==> config.mk <==
export PLATFORM = sky130hd
export DESIGN_NAME = op_sequencer
export DESIGN_NICKNAME = d
export VERILOG_FILES = /design/src/rtl/op_sequencer.sv
export SDC_FILE = /design/constraint.sdc
export NUM_CORES = 1
export LEC_CHECK = 0
export CAP_MARGIN = 20
export CORE_ASPECT_RATIO = 1.75
export CORE_MARGIN = 3
export CORE_UTILIZATION = 50
export CTS_BUF_LIST = sky130_fd_sc_hd__clkbuf_8
export DETAILED_ROUTE_END_ITERATION = 8
export PLACE_DENSITY = 0.8
export SLEW_MARGIN = 20
export SYNTH_ARGS = -nofsm -noshare
export SYNTH_HDL_FRONTEND = slang
export SYNTH_SLANG_ARGS = --single-unit
==> constraint.sdc <==
create_clock -name clk -period 6.3 [get_ports clk]
set_clock_uncertainty 0.1 [all_clocks]
set_input_delay 1.26 -clock clk [delete_from_list [all_inputs] [get_ports clk]]
set_output_delay 1.26 -clock clk [all_outputs]
set_load 0.02 [all_outputs]
==> src/rtl/op_sequencer.sv <==
// Operation sequencer: accepts op words, then drives tiled stream counters, serial bursts, drain and done.
// Optional busy-cycle counter enabled by defining OPSEQ_PERF_EN.
module op_sequencer #(
  parameter int TILE      = 8,
  parameter int K_W       = 6,
  parameter int T_W       = 3,
  parameter int DRAIN_LAT = 16,
  parameter int CNT_W     = 16
) (
  input  logic           clk,
  input  logic           reset_n,
  input  logic           enable,
  input  logic           op_valid,
  output logic           op_ready,
  input  logic [31:0]    op_word,
  input  logic [K_W-1:0] dim_k,
  input  logic [T_W-1:0] dim_n,
  input  logic [T_W-1:0] dim_m,
  output logic [31:0]    cur_op,
  output logic           stream_en,
  output logic [K_W-1:0] ind_wc,
  output logic [T_W-1:0] ind_wl,
  output logic [T_W-1:0] ind_xl,
  output logic           w_switch,
  output logic           x_switch,
  input  logic           in_valid,
  output logic           ser_we,
  output logic           ser_re,
  output logic           rd_valid,
  output logic           busy,
  output logic           done,
  output logic           err,
  output logic [31:0]    perf_cycles
);

  localparam logic [2:0] S_IDLE   = 3'd0;
  localparam logic [2:0] S_STREAM = 3'd1;
  localparam logic [2:0] S_DRAIN  = 3'd2;
  localparam logic [2:0] S_SER_WR = 3'd3;
  localparam logic [2:0] S_SER_RD = 3'd4;
  localparam logic [2:0] S_DONE   = 3'd5;

  localparam int DW = $clog2(DRAIN_LAT + 1);
  localparam int WW = K_W + T_W + 2;

  if (TILE < 1 || DRAIN_LAT < 1) begin : g_bad_param
    $error("op_sequencer: TILE and DRAIN_LAT must be at least 1");
  end

  logic [2:0]       state_q, state_d;
  logic [31:0]      cur_op_q, cur_op_d;
  logic [K_W-1:0]   dk_q, dk_d, wc_q, wc_d;
  logic [T_W-1:0]   dn_q, dn_d, dm_q, dm_d, wl_q, wl_d, xl_q, xl_d;
  logic [DW-1:0]    drain_q, drain_d;
  logic [CNT_W-1:0] ser_cnt_q, ser_cnt_d;
  logic             err_q, err_d;
  logic             rd_valid_q;
  logic             accept, reject;
  logic [WW-1:0]    w_words;
  logic [CNT_W-1:0] w_last;

  assign op_ready  = (state_q == S_IDLE) && enable;
  assign accept    = op_valid && op_ready;
  assign reject    = (op_word[3:0] > 4'd3) ||
                     ((op_word[3:0] == 4'd1) && (op_word[7:6] == op_word[11:10]));

  assign stream_en = (state_q == S_STREAM);
  assign w_switch  = stream_en && (wc_q == dk_q);
  assign x_switch  = w_switch && (wl_q == dn_q);
  assign ser_we    = (state_q == S_SER_WR) && in_valid && enable;
  assign ser_re    = (state_q == S_SER_RD) && enable;
  assign busy      = (state_q != S_IDLE);
  assign done      = (state_q == S_DONE);
  assign err       = err_q;
  assign rd_valid  = rd_valid_q;
  assign cur_op    = cur_op_q;
  assign ind_wc    = wc_q;
  assign ind_wl    = wl_q;
  assign ind_xl    = xl_q;

  // Serial burst length is one X-line slice: (dim_m+1)*(dim_k+1) words.
  assign w_words = (WW'(dm_q) + WW'(1)) * (WW'(dk_q) + WW'(1));
  assign w_last  = CNT_W'(w_words - WW'(1));

  always_comb begin
    // NOTE: every signal gets a default first so no path leaves it unassigned (no latch).
    state_d   = state_q;
    cur_op_d  = cur_op_q;
    dk_d      = dk_q;
    dn_d      = dn_q;
    dm_d      = dm_q;
    wc_d      = wc_q;
    wl_d      = wl_q;
    xl_d      = xl_q;
    drain_d   = drain_q;
    ser_cnt_d = ser_cnt_q;
    err_d     = 1'b0;
    case (state_q)
      S_IDLE: begin
        if (accept) begin
          if (reject) begin
            err_d = 1'b1;
          end else begin
            cur_op_d = op_word;
            dk_d     = dim_k;
            dn_d     = dim_n;
            dm_d     = dim_m;
            case (op_word[3:0])
              4'd0:    state_d = S_DONE;
              4'd1:    state_d = S_STREAM;
              4'd2:    state_d = S_SER_WR;
              default: state_d = S_SER_RD;
            endcase
          end
        end
      end
      S_STREAM: begin
        if (w_switch) begin
          wc_d = '0;
          if (x_switch) begin
            wl_d = '0;
            if (xl_q == dm_q) begin
              xl_d    = '0;
              state_d = S_DRAIN;
            end else begin
              xl_d = xl_q + T_W'(1);
            end
          end else begin
            wl_d = wl_q + T_W'(1);
          end
        end else begin
          wc_d = wc_q + K_W'(1);
        end
      end
      S_DRAIN: begin
        if (drain_q == DW'(DRAIN_LAT - 1)) begin
          drain_d = '0;
          state_d = S_DONE;
        end else begin
          drain_d = drain_q + DW'(1);
        end
      end
      S_SER_WR, S_SER_RD: begin
        // Writes advance only on in_valid; reads stream back-to-back.
        if (in_valid || (state_q == S_SER_RD)) begin
          if (ser_cnt_q == w_last) begin
            ser_cnt_d = '0;
            state_d   = S_DONE;
          end else begin
            ser_cnt_d = ser_cnt_q + CNT_W'(1);
          end
        end
      end
      S_DONE: begin
        cur_op_d = '0;
        state_d  = S_IDLE;
      end
      default: state_d = S_IDLE;
    endcase
  end

  always_ff @(posedge clk or negedge reset_n) begin
    if (!reset_n) begin
      state_q    <= S_IDLE;
      cur_op_q   <= '0;
      dk_q       <= '0;
      dn_q       <= '0;
      dm_q       <= '0;
      wc_q       <= '0;
      wl_q       <= '0;
      xl_q       <= '0;
      drain_q    <= '0;
      ser_cnt_q  <= '0;
      err_q      <= 1'b0;
      rd_valid_q <= 1'b0;
    end else if (enable) begin
      // NOTE: non-blocking assignments so every register samples pre-edge values.
      state_q    <= state_d;
      cur_op_q   <= cur_op_d;
      dk_q       <= dk_d;
      dn_q       <= dn_d;
      dm_q       <= dm_d;
      wc_q       <= wc_d;
      wl_q       <= wl_d;
      xl_q       <= xl_d;
      drain_q    <= drain_d;
      ser_cnt_q  <= ser_cnt_d;
      err_q      <= err_d;
      rd_valid_q <= ser_re;
    end
  end

`ifdef OPSEQ_PERF_EN
  logic [31:0] perf_q;

  always_ff @(posedge clk or negedge reset_n) begin
    if (!reset_n) begin
      perf_q <= '0;
    end else if (enable && busy && (perf_q != 32'hFFFF_FFFF)) begin
      perf_q <= perf_q + 32'd1;
    end
  end

  assign perf_cycles = perf_q;
`else
  assign perf_cycles = '0;
`endif

endmodule
==> impl_metrics.json <==
{
  "placement.io_buffers": 102,
  "grt_max_degree": 83,
  "antenna_found_initial": 0,
  "min-delay-start": "cur_op[0]",
  "post-cts-setup-buffer-count": 0,
  "ant_nets": 0,
  "die_w_um": 86.0,
  "die_h_um": 146,
  "hold_viol_final": 0,
  "cp_cell_sequence": "ha_1, xor2_1, nand2_1, ha_1, fa_1, fa_1, inv_1, ha_1, nor2b_4, o2111a_1, nor4_1, nor3_1, nand2b_1, nor4b_4, nand2b_1, o2bb2ai_1",
  "cts_resized": 0,
  "synth-edff-count": 0,
  "io_pins": 135,
  "finalMaxSlewViolations": 0,
  "worstSetupPathType": "reg -> reg",
  "ctsHoldBuffers": 0,
  "cp_slowest_stage_delay_ns": 0.61,
  "core-area_um2": 10800,
  "ys_warn_count": 0,
  "area_delta_synth_final_pct": 20.9,
  "wl_per_cell_um": 15.6,
  "synth_cell_types": 65,
  "tightestPinTransition_ns": 0.954,
  "clkLatencyLatePin_ns": 0.36,
  "fin_nets": 809,
  "ys.flop_type": "dfrtp_1",
  "fin_crit_sh_pct": 89.1,
  "drive_above_1_share_pct": 6.09,
  "postSynthCellCount": 625,
  "clkSinkCount": 82,
  "grt_pass1_vias": 4740,
  "avgSynthCellArea_um2": 8.95,
  "holdPathEnd": "cur_op[0]",
  "critical_path_peak_fanout": 14,
  "place_hpwl_um": 10500,
  "diodes": 0,
  "cts_buffers": 9,
  "dr.pass1.iters": 5,
  "worstHoldPathCells": 2,
  "synth_common_cells": "114 x nand2_1, 82 x dfrtp_1, 52 x o21ai_0, 33 x buf_4, 32 x nor2_1",
  "grt_pass1_wl_um": 22400,
  "syn_area_um2": 5590,
  "yosysMostFrequentCell": "nand2_1",
  "wl_um": 13300,
  "clk_pin_slew_ns": 0.09,
  "wl_met2_um": 7450,
  "r2r-start": "dm_q[0]",
  "maxSlewHeadroom_pct": 36.2,
  "yosys-top-cells-area": "dfrtp_1 37%, nand2_1 7.7%, ha_1 6.9%",
  "period_minus_slack_ns": 5.62,
  "tns_ns": 0,
  "required_ns": 6.43,
  "r2r_slack_ns": 0.68,
  "via_per_inst": 5.45,
  "r2r-end": "ser_cnt_q[2]",
  "ys_ff_latch": 82,
  "drc": 0,
  "start_util_pct": 51.7,
  "crit_top_cell": "ha_1",
  "cts_max_level": 3,
  "vias": 4652,
  "fmax_ghz": 0.178,
  "cts_tree": "yes",
  "track_usage_pct": 21.9,
  "cap_violations": 0,
  "place_congestion": 0.852,
  "design.die.area_um2": 12500,
  "top_layer": "met4",
  "status": "finished clean",
  "drt_iter0_drc": 172,
  "hold_class": "reg -> reg",
  "setup.worst_path.end_class": "register",
  "num_rows": 50,
  "startpoint_type": "register",
  "clk_path_buf_depth": 2,
  "rsz0062_at_grt": "no",
  "ys_seq_area_share_pct": 36.7,
  "root_buffer": "clkbuf_8",
  "synth_top_area_share_pct": 36.7,
  "dr_wl_met3_um": 755,
  "yosys.area.top_type": "dfrtp_1",
  "async_flop_share_pct": 100,
  "setup_violations": 0,
  "grt_overflow": 0,
  "r2r_cells": 16,
  "met1_length_um": 4820,
  "crit_path_top_delay_cell": "nor4b_4",
  "n_fill_cell": 907,
  "cp.arrival_ns": 5.74
}
[cell families (layout without fill, tap and decap cells)]
group / count (synthesis) / after routing / synth area share (%)
buffers and inverters: 81 / 148 / 7.87
other: 1 / 32 / 0.0670
DFF: 82 / 82 / 36.7
muxes: 15 / 15 / 2.95
AOI/OAI and AO/OA: 120 / 120 / 14.0
xor gates and xnor gates: 44 / 44 / 6.89
and+or+nand+nor: 240 / 240 / 20.6
adders and majority gates: 42 / 42 / 10.9
[sequential cells by signal (all words and copies together) (netlist names)]
register / cells
dn_q: 3
err: 1
rd_valid: 1
dk_q: 6
cur_op: 32
ind_wc: 6
dm_q: 3
state_q: 3
ind_wl: 3
ind_xl: 3
ser_cnt_q: 16
drain_q: 5
[per-stage QoR]
step / cells / util, % / worst slack (ns) / hold slack, ns / cell area [µm²]
floorplan: 656 / - / 1.62 / 0.348 / 5710
CTS: 853 / 62.5 / 0.669 / 0.382 / 6760
global route: 853 / 62.5 / 0.289 / 0.405 / 6760
global placement: 837 / 60.9 / 0.991 / 0.362 / 6590
finish: 853 / 62.5 / 0.685 / 0.380 / 6760
detailed placement: 837 / 60.9 / 0.716 / 0.365 / 6590
[worst max-delay path, delay by kind of cell, from the launching register on]
family	cells	cell delay, ns
fa+ha+maj	5	1.94
compound gates	2	0.39
buf+inv	1	0.05
simple gates	7	1.93
flops	1	0.60
xor+xnor	1	0.46
[routing by layer]
layer,global-route usage [%],up-vias
met5,0,-
met2,41.3,147
li1,-,2257
met1,22.8,2227
met3,5.50,21
met4,7.13,0
[worst max-delay path by stage]
stage,end,slack (ns),cells past startpoint,from
final,ser_cnt_q[2],0.68,16,dm_q[0]
after global routing,ser_cnt_q[6],0.29,16,dm_q[0]
after CTS,ser_cnt_q[7],0.67,16,dm_q[0]
after detailed placement,ser_cnt_q[7],0.72,16,dm_q[0]
after global placement,ser_cnt_q[9],0.99,16,dm_q[0]
after floorplan,state_q[2],1.62,17,dk_q[0]
[cell usage in the layout (no fill, tap or decap), drive strengths merged, types with 13 or more instances in the layout]
master	count
xnor2	28
and3	13
clkdlybuf4s50	101
conb	32
o21ai	62
nor2	33
inv	30
nand2	115
nand3	18
nand2b	16
dfrtp	82
xor2	16
ha	31
[area by class of cell]
class	instances	area (µm²)	area share, %
multi-input cells	493	3230	47.8
flip-flops and latches	82	2050	30.3
repair buffers	104	1040	15.3
well taps	130	163	2.40
clock buffers	10	138	2.03
inverters	28	105	1.55
clock inverters	6	35.0	0.518
Power is left out: the tool's default activity adds up to more than one toggle a clock period on the data nets, which glitch-free logic cannot reach.
